### src/rtl/chacha_round_seq_if.sv
// Control bundle between the ChaCha round sequencer and the quarter-round lane array.
// The master side is the sequencer. The slave side is the lanes plus the block reader.
interface chacha_round_seq_if;
  localparam int unsigned STEP_W  = 2;
  localparam int unsigned SHIFT_W = 5;
  localparam int unsigned ROUND_W = 6;

  logic               start;
  logic               ack;
  logic               busy;
  logic               block_ready;
  logic               clear;
  logic               calc;
  logic [STEP_W-1:0]  step;
  logic               shift;
  logic               shift_dir;
  logic [SHIFT_W-1:0] shift_ctr;
  logic               add_back;
  logic               inc_ctr;
  logic [ROUND_W-1:0] round;

  modport master (
    input  start, ack,
    output busy, block_ready, clear, calc, step, shift, shift_dir,
           shift_ctr, add_back, inc_ctr, round
  );

  modport slave (
    output start, ack,
    input  busy, block_ready, clear, calc, step, shift, shift_dir,
           shift_ctr, add_back, inc_ctr, round
  );
endinterface

### src/rtl/chacha_round_seq.sv
// Sequences one ChaCha block through the lanes: clear, ROUNDS x (4 calc + 32 shift), add-back,
// handshake with the reader, then counter increment. All outputs are flops.
module chacha_round_seq #(
  parameter int unsigned ROUNDS = 20
) (
  input  logic                clk,
  input  logic                rst_n,
  chacha_round_seq_if.master  bus
);
  localparam logic [5:0] LAST_ROUND = 6'(ROUNDS - 1);
  localparam logic [1:0] LAST_STEP  = 2'd3;
  localparam logic [4:0] LAST_SHIFT = 5'd31;

  typedef enum logic [2:0] {
    S_IDLE, S_CLEAR, S_CALC, S_SHIFT, S_ADD, S_READY, S_INC
  } state_t;

  state_t state;

  // Each branch loads the output flops with the values of the state being entered,
  // so every output is a pure function of registered state.
  always_ff @(posedge clk or negedge rst_n) begin
    if (!rst_n) begin
      state           <= S_IDLE;
      bus.busy        <= 1'b0;
      bus.block_ready <= 1'b0;
      bus.clear       <= 1'b0;
      bus.calc        <= 1'b0;
      bus.step        <= '0;
      bus.shift       <= 1'b0;
      bus.shift_dir   <= 1'b0;
      bus.shift_ctr   <= '0;
      bus.add_back    <= 1'b0;
      bus.inc_ctr     <= 1'b0;
      bus.round       <= '0;
    end else begin
      bus.clear     <= 1'b0;
      bus.calc      <= 1'b0;
      bus.step      <= '0;
      bus.shift     <= 1'b0;
      bus.shift_dir <= 1'b0;
      bus.shift_ctr <= '0;
      bus.add_back  <= 1'b0;
      bus.inc_ctr   <= 1'b0;

      case (state)
        S_IDLE: begin
          if (bus.start) begin
            state     <= S_CLEAR;
            bus.busy  <= 1'b1;
            bus.clear <= 1'b1;
            bus.round <= '0;
          end
        end

        S_CLEAR: begin
          state    <= S_CALC;
          bus.calc <= 1'b1;
        end

        S_CALC: begin
          if (bus.step == LAST_STEP) begin
            state         <= S_SHIFT;
            bus.shift     <= 1'b1;
            bus.shift_dir <= bus.round[0];
          end else begin
            bus.calc <= 1'b1;
            bus.step <= bus.step + 2'd1;
          end
        end

        S_SHIFT: begin
          if (bus.shift_ctr == LAST_SHIFT) begin
            if (bus.round == LAST_ROUND) begin
              state        <= S_ADD;
              bus.add_back <= 1'b1;
            end else begin
              state     <= S_CALC;
              bus.calc  <= 1'b1;
              bus.round <= bus.round + 6'd1;
            end
          end else begin
            bus.shift     <= 1'b1;
            bus.shift_dir <= bus.shift_dir;
            bus.shift_ctr <= bus.shift_ctr + 5'd1;
          end
        end

        S_ADD: begin
          state           <= S_READY;
          bus.block_ready <= 1'b1;
        end

        S_READY: begin
          if (bus.ack) begin
            state           <= S_INC;
            bus.block_ready <= 1'b0;
            bus.inc_ctr     <= 1'b1;
          end
        end

        S_INC: begin
          state    <= S_IDLE;
          bus.busy <= 1'b0;
        end

        default: begin
          state           <= S_IDLE;
          bus.busy        <= 1'b0;
          bus.block_ready <= 1'b0;
        end
      endcase
    end
  end
endmodule

### src/flat_wrapper.sv
// flat-port wrapper written by rule: the top's interface ports become plain ports
module chacha_round_seq_flat 
#(
  parameter int unsigned ROUNDS = 20
)
  (clk, rst_n, bus_start, bus_ack, bus_busy, bus_block_ready, bus_clear, bus_calc, bus_step, bus_shift, bus_shift_dir, bus_shift_ctr, bus_add_back, bus_inc_ctr, bus_round);
  chacha_round_seq_if bus_i ();
  input  logic clk;
  input  logic rst_n;
  input wire logic [$bits(bus_i.start)-1:0] bus_start;
  input wire logic [$bits(bus_i.ack)-1:0] bus_ack;
  output wire logic [$bits(bus_i.busy)-1:0] bus_busy;
  output wire logic [$bits(bus_i.block_ready)-1:0] bus_block_ready;
  output wire logic [$bits(bus_i.clear)-1:0] bus_clear;
  output wire logic [$bits(bus_i.calc)-1:0] bus_calc;
  output wire logic [$bits(bus_i.step)-1:0] bus_step;
  output wire logic [$bits(bus_i.shift)-1:0] bus_shift;
  output wire logic [$bits(bus_i.shift_dir)-1:0] bus_shift_dir;
  output wire logic [$bits(bus_i.shift_ctr)-1:0] bus_shift_ctr;
  output wire logic [$bits(bus_i.add_back)-1:0] bus_add_back;
  output wire logic [$bits(bus_i.inc_ctr)-1:0] bus_inc_ctr;
  output wire logic [$bits(bus_i.round)-1:0] bus_round;
  assign bus_i.start = bus_start;
  assign bus_i.ack = bus_ack;
  assign bus_busy = bus_i.busy;
  assign bus_block_ready = bus_i.block_ready;
  assign bus_clear = bus_i.clear;
  assign bus_calc = bus_i.calc;
  assign bus_step = bus_i.step;
  assign bus_shift = bus_i.shift;
  assign bus_shift_dir = bus_i.shift_dir;
  assign bus_shift_ctr = bus_i.shift_ctr;
  assign bus_add_back = bus_i.add_back;
  assign bus_inc_ctr = bus_i.inc_ctr;
  assign bus_round = bus_i.round;
  chacha_round_seq #(.ROUNDS(ROUNDS)) u_core (.clk(clk), .rst_n(rst_n), .bus(bus_i));
endmodule
### config.mk
export PLATFORM = sky130hd
export DESIGN_NAME = chacha_round_seq_flat
export DESIGN_NICKNAME = d
export VERILOG_FILES = /design/src/rtl/chacha_round_seq_if.sv /design/src/rtl/chacha_round_seq.sv /design/src/flat_wrapper.sv
export SDC_FILE = /design/constraint.sdc
export NUM_CORES = 1
export LEC_CHECK = 0
export CAP_MARGIN = 20
export CORE_MARGIN = 10
export CORE_UTILIZATION = 24
export CTS_CLUSTER_SIZE = 20
export DETAILED_ROUTE_END_ITERATION = 8
export PLACE_DENSITY = 0.44
export REMOVE_ABC_BUFFERS = 1
export SYNTH_ARGS = -nofsm -noshare
export SYNTH_HDL_FRONTEND = slang
export SYNTH_SLANG_ARGS = --single-unit
### constraint.sdc
create_clock -name clk -period 2.4 [get_ports clk]
set_input_delay 0.24 -clock clk [delete_from_list [all_inputs] [get_ports clk]]
set_output_delay 0.24 -clock clk [all_outputs]
set_load 0.005 [all_outputs]
==> run_results.csv, run 1 <==
group,metric,value,unit
setup_path,criticalPathCategory,"reg2reg",
floorplanning,initial_core_util,25.4,%
sta,rsz0062_at_grt,"no",
logic_synthesis,synth_area,1140,um2
grt,grt_use_met1,8.87,%
cells_and_area,antenna_cells,0,
detailed_routing,ant_nets,0,
clocking,numCtsBuffers,3,
sta,worstMarginPinSlew,0.526,ns
floorplanning,die_x,88.8,um
job,cap_viol_max_count,0,
sta,max_freq,0.519,GHz
setup_path,start_kind,"register",
status,status,"complete, no violations",
floorplanning,die-area,7890,um2
clocking,htree_levels,1,
detailed_routing,wirelength,2710,um
detailed_routing,avgViaCountPerCell,4.75,
clocking,clock_sinks,24,
pwr,leakagePower,0.681,nW
logic_synthesis,synth_area_leaders,"dfrtp_1, nor2_1, ha_1, xor2_1, and3_1",
grt,antenna_found_initial,0,
detailed_routing,vias,874,
grt,grtUsageMet3,3.03,%
detailed_routing,post-route-drc-count,0,
logic_synthesis,yosys.area.top_type,"dfrtp_1",
floorplanning,core,4470,um2
setup_path,cp.required,2.56,ns
clocking,cts_tree,"done",
logic_synthesis,synthFlopType,"dfrtp_1",
cells_and_area,area_delta_synth_final,31.5,%
logic_synthesis,postSynth.asyncResetShare,100,%
grt,grt_pass1_vias,900,
sta,setup_tns,0,ns
logic_synthesis,synthTopCellsByCount,"dfrtp_1, nor2_1, nand2_1",
clocking,clock-root-buffer,"clkbuf_8",
sta,relSlewSlack,64.9,%
place,globalplace.congestion,0.728,
sta,min_period,1.92,ns
logic_synthesis,synth.ff_latch_count,24,
sta,period_share,80.2,%
logic_synthesis,synth_most_common_cell,"dfrtp_1",
detailed_routing,drt_iter0_drc,78,
cells_and_area,layout-drive-gt1-share,6.82,%
logic_synthesis,ys_types,33,
logic_synthesis,postSynthAreaPerCell,10.6,um2
grt,grt_max_degree,25,
grt,grt_pass1_wl,4640,um
detailed_routing,drt-pass1-iter-count,4,
hold_path,hold_path_class,"in2async",
logic_synthesis,netlist.area_leader.share,52.9,%
detailed_routing,avgRoutedWirePerCell,14.7,um
setup_path,cp.arrival,2.08,ns
clocking,cts_setup_buffers,0,
clocking,clock_path_buffers,2,
place,dpl.hpwl,1990,um
cells_and_area,fin_nets,141,
grt,top_usage_layer,"met2",
logic_synthesis,synth_edf_count,0,
sta,hold_viol,0,
place,numPortBuffers,24,
grt,grt_overflow_total,0,
pwr,powerDensity,947,nW/um2
floorplanning,die_h,88.8,um
clocking,clock_latency,0.26,ns
grt,use_met2,11.8,%
sta,finClkSkew,0.00551,ns
clocking,cts_resized,0,
logic_synthesis,ys_seq_area_share,52.9,%
sta,final_max_slew_viol_count,0,
logic_synthesis,yosys_warnings,0,
setup_path,path_max_fanout,6,
floorplanning,num_rows,24,
sta,finalSetupViolCount,0,
logic_synthesis,netlist_instances,107,
clocking,clk_pin_slew,0.09,ns
setup_path,critPathCaptureType,"register",
pwr,vdd_drop_max,0.388,mV
floorplanning,ios,25,
sta,fin_hold_ws,0.336,ns
grt,grt_use_total,7.32,%
clocking,cts_hold_buf,0,
per-layer routing:
layer	vias to the layer above	part of all wire, %
met5	-	0
met4	0	0.48
met3	2	9.2
met2	19	45
met1	424	45
li1	429	-
critical path, cell delays in order, from the launching register on:
cell and delay, ns:
dfrtp_1 0.41, ha_1 0.21, and3_1 0.17, ha_1 0.25, nand4b_1 0.19, a21oi_2 0.26, nor2_1 0.07, mux2_2 0.27
sequential cells by signal, summed over array words and instances, names as in the netlist:
register and flops:
u_core.bus.add_back 1, u_core.bus.block_ready 1, u_core.bus.busy 1, u_core.bus.calc 1
u_core.bus.clear 1, u_core.bus.inc_ctr 1, u_core.bus.round 6, u_core.bus.shift 1
u_core.bus.shift_ctr 5, u_core.bus.shift_dir 1, u_core.bus.step 2, u_core.state 3
placed cells by master (no fill, tap or decap), drive strengths merged, types with 3 or more instances in the layout:
cell / n
nor2b: 5
and3: 5
nor2: 14
a21oi: 4
nand4: 4
ha: 4
xor2: 4
clkdlybuf4s50: 24
inv: 3
nand2b: 5
dfrtp: 24
o22ai: 3
o21ai: 3
nand2: 7
clkbuf: 3
per-stage QoR:
stage	total power [mW]	util (%)	instance area [um2]	setup WS (ns)	instances
after floorplan	0.819	-	1110	0.686	103
after global placement	1.08	31.8	1420	0.573	180
after detailed placement	1.08	31.8	1420	0.504	180
after CTS	1.45	33.4	1490	0.471	184
after global routing	1.54	33.4	1490	0.300	184
final	1.41	33.4	1490	0.475	184
final timing paths:
kind | from | endpoint | slack, ns | cells after the start
min in group clk | u_core.bus.step[0]$_DFF_PN0_ | u_core.bus.step[0]$_DFF_PN0_ | 0.48 | 1
hold / removal | rst_n | u_core.bus.shift$_DFF_PN0_ | 0.34 | 2
setup reg to reg | u_core.bus.shift_ctr[0]$_DFF_PN0_ | u_core.bus.round[0]$_DFFE_PN0P_ | 0.48 | 7
max in group asynchronous | rst_n | u_core.bus.round[3]$_DFFE_PN0P_ | 1.81 | 2
setup / recovery | u_core.bus.shift_ctr[0]$_DFF_PN0_ | u_core.bus.round[0]$_DFFE_PN0P_ | 0.48 | 7
hold reg to reg | u_core.bus.step[0]$_DFF_PN0_ | u_core.bus.step[0]$_DFF_PN0_ | 0.48 | 1
power by group:
group / switching (mW) / internal (mW)
combinational: 0.177 / 0.259
clock: 0.129 / 0.223
sequential: 0.130 / 0.496
cells by family (layout without fill, tap and decap cells):
family          count (synthesis)  count (layout)  share of synthesized area, %
compound gates                 16              16                          9.36
xor+xnor                        5               5                          3.85
buf+inv                         7              32                          3.30
simple gates                   48              48                          23.5
mux                             3               3                          2.75
flops                          24              24                          52.9
fa+ha+maj                       4               4                          4.41
layout make-up:
type	count	area [um2]
fill	452	2980
sequential	24	601
inverter	3	11.3
multi-input combinational	76	498
tap	52	65.1
clock inverter	1	30.0
clock buffer	3	41.3
timing repair buffer	25	248
Power figures use the tool's default switching activity.
==> run 2: changes to the inputs <==
- clock period: 2.4 -> 1.9 ns (I/O delays scaled with it)
==> run_results.csv, run 2 (synthesis results as in run 1) <==
group,metric,value,unit
detailed_routing,drt-pass1-iter-count,4,
job,cap_viol_max_count,0,
clocking,clock_sinks,24,
grt,grt_use_total,7.01,%
cells_and_area,fin_nets,148,
floorplanning,ios,25,
cells_and_area,layout-drive-gt1-share,12.9,%
detailed_routing,wirelength,2710,um
grt,grt_use_met1,7.92,%
setup_path,cp_cell_sequence,"ha_1 > and3_1 > ha_4 > nand4b_1 > a21oi_4 > nor2_1 > mux2_2",
pwr,total_power,1.73,mW
place,numPortBuffers,24,
sta,setup_ws,0.115,ns
place,globalplace.congestion,0.778,
setup_path,cp.required,2.06,ns
setup_path,path_max_fanout,5,
clocking,clk_pin_slew,0.08,ns
pwr,leakagePower,0.711,nW
floorplanning,die_h,88.8,um
pwr,power_switching,558,uW
setup_path,cpPeakStageDelay,0.38,ns
pwr,seqPwrFrac,44.0,%
detailed_routing,avgViaCountPerCell,4.74,
setup_path,critPathCaptureType,"register",
sta,hold_viol,0,
grt,grt_overflow_total,0,
setup_path,startpoint,"u_core.bus.shift_ctr[1]$_DFF_PN0_",
detailed_routing,drt_iter0_drc,41,
detailed_routing,avgRoutedWirePerCell,14.2,um
floorplanning,initial_core_util,25.4,%
grt,use_met2,11.4,%
status,status,"complete, no violations",
grt,antenna_found_initial,0,
grt,grt_max_degree,25,
setup_path,endpoint,"u_core.bus.round[0]$_DFFE_PN0P_",
clocking,numCtsBuffers,3,
sta,finalSetupViolCount,0,
setup_path,timing.rr.end,"u_core.bus.round[0]$_DFFE_PN0P_",
cells_and_area,antenna_cells,0,
grt,grtUsageMet3,2.76,%
place,dpl.hpwl,2100,um
cells_and_area,final_cell_mix,"clkdlybuf4s50_1, dfrtp_1, nor2_1",
sta,worstMarginPinSlew,0.408,ns
sta,finClkSkew,0.00349,ns
cells_and_area,area_delta_synth_final,36.9,%
grt,grt_pass1_vias,953,
cells_and_area,top_regs,"u_core.bus.round (6), u_core.bus.shift_ctr (5), u_core.state (3)",
pwr,powerDensity,1110,nW/um2
pwr,intPower,1.17,mW
pwr,vdd_drop_max,0.373,mV
cells_and_area,fin_cells,191,
clocking,clock_latency,0.27,ns
grt,top_usage_layer,"met2",
sta,max_freq,0.560,GHz
pwr,p_sw_share,32.3,%
clocking,cts_tree,"done",
detailed_routing,ant_nets,0,
floorplanning,num_rows,24,
grt,grt_pass1_wl,4370,um
floorplanning,core,4470,um2
sta,relSlewSlack,72.8,%
setup_path,r2r.worst_path.cells,7,
setup_path,start_kind,"register",
setup_path,cp.arrival,1.94,ns
cells_and_area,largest_reg_flops,6,
place,dpl.cell_count,185,
floorplanning,die-area,7890,um2
setup_path,rr_startpoint,"u_core.bus.shift_ctr[1]$_DFF_PN0_",
detailed_routing,vias,905,
pwr,comb_power_share,36.0,%
setup_path,cpMaxStageDelayCell,"dfrtp_1",
clocking,clock_path_buffers,2,
place,pre_cts_ws,0.0181,ns
setup_path,criticalPathCategory,"reg2reg",
floorplanning,die_x,88.8,um
sta,rsz0062_at_grt,"no",
detailed_routing,post-route-drc-count,0,
clocking,htree_levels,1,
cells_and_area,top_register,"u_core.bus.round",
setup_path,r2r_slack,0.12,ns
clocking,clock-root-buffer,"clkbuf_8",
pwr,clkPwrFrac,20.0,%
sta,min_period,1.78,ns
hold_path,hold_path_class,"in2async",
sta,period_share,93.9,%
sta,final_max_slew_viol_count,0,
sta,setup_tns,0,ns
## run 2: worst min-delay path by stage
stage | end | slack (ns) | cells after the start
after CTS | u_core.bus.step[0]$_DFF_PN0_ | 0.29 | 2
after global placement | u_core.bus.step[0]$_DFF_PN0_ | 0.46 | 1
after floorplan | u_core.bus.add_back$_DFF_PN0_ | -0.11 | 0
after detailed placement | u_core.bus.step[0]$_DFF_PN0_ | 0.47 | 1
after global routing | u_core.bus.shift$_DFF_PN0_ | 0.31 | 2
final | u_core.bus.step[0]$_DFF_PN0_ | 0.28 | 2
## run 2: final cells by class
class	count	area, um2
Fill cell	455	2920
Sequential cell	24	601
Multi-Input combinational cell	76	523
Timing Repair Buffer	32	300
Tap cell	52	65.1
Clock buffer	4	55.1
Inverter	3	11.3
## run 2: power by group through the flow
stage	sequential [mW]	combinational, mW	clock (mW)
2_1_floorplan	0.773	0.262	0
4_1_cts	0.761	0.638	0.360
3_3_place_gp	0.765	0.637	0
6_report	0.761	0.623	0.346
5_1_grt	0.784	0.704	0.384
3_5_place_dp	0.772	0.636	0
## run 2: what timing repair did
action | 4_1_cts | 5_1_grt
endpoints found under the hold margin | 0 | 0
endpoints found under the setup margin | 0 | 2
setup buffers | 0 | 2
hold buffers | 0 | 0
gates resized for setup | 0 | 4
## run 2: metrics by stage
stage / instance area, um2 / hold slack, ns / utilization (%)
floorplan: 1110 / -0.106 / -
global placement: 1460 / 0.458 / 32.6
detailed placement: 1460 / 0.466 / 32.6
CTS: 1520 / 0.291 / 33.9
global route: 1560 / 0.314 / 34.8
finish: 1560 / 0.284 / 34.8
## run 2: worst max-delay path, delay by kind of cell (launching register included)
family / cells / cell delay, ns
AOI/OAI and AO/OA: 1 / 0.21
adders and majority gates: 2 / 0.36
DFF: 1 / 0.38
muxes: 1 / 0.26
and+or+nand+nor: 3 / 0.46
## run 2: per-layer routing
metal  up-vias  wire length [um]
met1       435              1180
li1        443                 -
met2        22              1250
met4         0                47
met3         5               239
met5         -                 0
==> run 3: changes to the inputs <==
- GPL_TIMING_DRIVEN: not set -> 0
- SLEW_MARGIN: not set -> 20
==> run_results.csv, run 3 (synthesis results as in run 1) <==
group,metric,value,unit
grt,grt_pass1_wl,4530,um
setup_path,criticalPathCategory,"reg2reg",
setup_path,path_max_fanout,5,
clocking,clock_path_buffers,2,
job,cap_viol_max_count,0,
cells_and_area,design_area,1510,um2
detailed_routing,drt_iter0_drc,38,
detailed_routing,wirelength,2710,um
floorplanning,die_x,88.8,um
clocking,numCtsBuffers,3,
setup_path,cpMaxStageDelayCell,"dfrtp_1",
place,placed_area,1410,um2
floorplanning,ios,25,
sta,finalSetupViolCount,0,
sta,rsz0062_at_grt,"no",
clocking,cts_tree,"done",
cells_and_area,fin_cells,185,
place,dpl.hpwl,1930,um
cells_and_area,top_register,"u_core.bus.round",
clocking,htree_levels,1,
sta,final_max_slew_viol_count,0,
status,status,"complete, no violations",
floorplanning,num_rows,24,
sta,max_freq,0.567,GHz
sta,setup_tns,0,ns
pwr,vdd_drop_max,0.364,mV
clocking,clk_pin_slew,0.08,ns
cells_and_area,fin_nets,142,
place,numPortBuffers,24,
grt,grt_pass1_vias,938,
cells_and_area,largest_reg_flops,6,
floorplanning,die_h,88.8,um
setup_path,start_kind,"register",
sta,relSlewSlack,63.7,%
place,dpl.cell_count,179,
grt,grt_use_total,7.18,%
place,globalplace.congestion,0.758,
sta,period_share,92.8,%
grt,antenna_found_initial,0,
clocking,clock_sinks,24,
setup_path,cp.required,2.05,ns
grt,grt_overflow_total,0,
detailed_routing,post-route-drc-count,0,
clocking,clock-root-buffer,"clkbuf_8",
pwr,leakagePower,0.677,nW
grt,grt_max_degree,25,
cells_and_area,area_delta_synth_final,32.5,%
clocking,clock_latency,0.27,ns
sta,min_period,1.76,ns
cells_and_area,final_cell_mix,"dfrtp_1, clkdlybuf4s50_1, nor2_1",
detailed_routing,avgRoutedWirePerCell,14.6,um
sta,finClkSkew,0.00310,ns
cells_and_area,antenna_cells,0,
setup_path,cp_cell_sequence,"ha_1 > and3_4 > ha_4 > nand4b_1 > a21oi_2 > buf_4 > nand2_1 > mux2i_1",
detailed_routing,ant_nets,0,
cells_and_area,top_regs,"u_core.bus.round (6), u_core.bus.shift_ctr (5), u_core.state (3)",
hold_path,hold_path_class,"in2async",
setup_path,cpPeakStageDelay,0.41,ns
cells_and_area,layout_commonest_cell,"dfrtp_1",
setup_path,cp.arrival,1.91,ns
setup_path,critPathCaptureType,"register",
sta,worstMarginPinSlew,0.544,ns
sta,hold_viol,0,
cells_and_area,layout-drive-gt1-share,9.77,%
floorplanning,die-area,7890,um2
floorplanning,core,4470,um2
detailed_routing,drt-pass1-iter-count,4,
floorplanning,initial_core_util,25.4,%
pwr,powerDensity,1120,nW/um2
detailed_routing,vias,883,
detailed_routing,avgViaCountPerCell,4.77,
## run 3: timing repair
| action | 4_1_cts | 5_1_grt |
|---|---|---|
| hold buffers | 1 | 0 |
| resized for setup | 0 | 4 |
| gates cloned | 0 | 0 |
| endpoints found under the hold margin | 24 | 0 |
| setup endpoints to repair | 1 | 5 |
| pin swaps | 0 | 0 |
| setup buffers | 1 | 0 |
## run 3: area by class of cell
type,count,area (um2)
clock buffers,4,55.1
fillers,461,2970
inverters,3,11.3
multi-input cells,76,520
flip-flops and latches,24,601
well taps,52,65.1
repair buffers,26,253
## run 3: where the power goes
group          switching, mW  internal, mW
clock                  0.162         0.185
combinational          0.221         0.325
sequential             0.165         0.627
total                  0.548          1.14
## run 3: stage by stage
stage	utilization [%]	setup WS [ns]	hold slack, ns	power (mW)
2_1_floorplan	-	0.186	-0.106	1.03
3_3_place_gp	31.6	-0.0293	0.461	1.36
3_5_place_dp	31.5	-0.0519	0.218	1.36
4_1_cts	33.1	0.0284	0.458	1.72
5_1_grt	33.6	0.00919	0.501	1.82
6_report	33.6	0.137	0.438	1.69
## run 3: critical path: cells and delay by family (launching register included)
kind / cells / cell delay, ns
AO/OA/AOI/OAI: 1 / 0.19
AND/OR/NAND/NOR: 3 / 0.42
buffers and inverters: 1 / 0.16
multiplexers: 1 / 0.11
adder cells (fa/ha/maj): 2 / 0.35
flip-flops: 1 / 0.41
## run 3: routing by layer
metal	share of wire [%]	vias up	track usage, %
li1	-	426	-
met1	44	433	7.89
met2	46	20	12.1
met3	8.1	4	2.85
met4	1.3	0	2.94
met5	0	-	0
## run 3: path summary, 6_finish.rpt
path | startpoint | endpoint | cells after the start | slack (ns)
setup / recovery | u_core.bus.shift_ctr[0]$_DFF_PN0_ | u_core.bus.round[2]$_DFFE_PN0P_ | 8 | 0.14
hold / removal | rst_n | u_core.bus.shift_ctr[0]$_DFF_PN0_ | 2 | 0.44
setup reg to reg | u_core.bus.shift_ctr[0]$_DFF_PN0_ | u_core.bus.round[2]$_DFFE_PN0P_ | 8 | 0.14
min in group clk | u_core.bus.step[0]$_DFF_PN0_ | u_core.bus.step[0]$_DFF_PN0_ | 1 | 0.48
hold reg to reg | u_core.bus.step[0]$_DFF_PN0_ | u_core.bus.step[0]$_DFF_PN0_ | 1 | 0.48
max in group asynchronous | rst_n | u_core.bus.block_ready$_DFFE_PN0P_ | 2 | 1.10
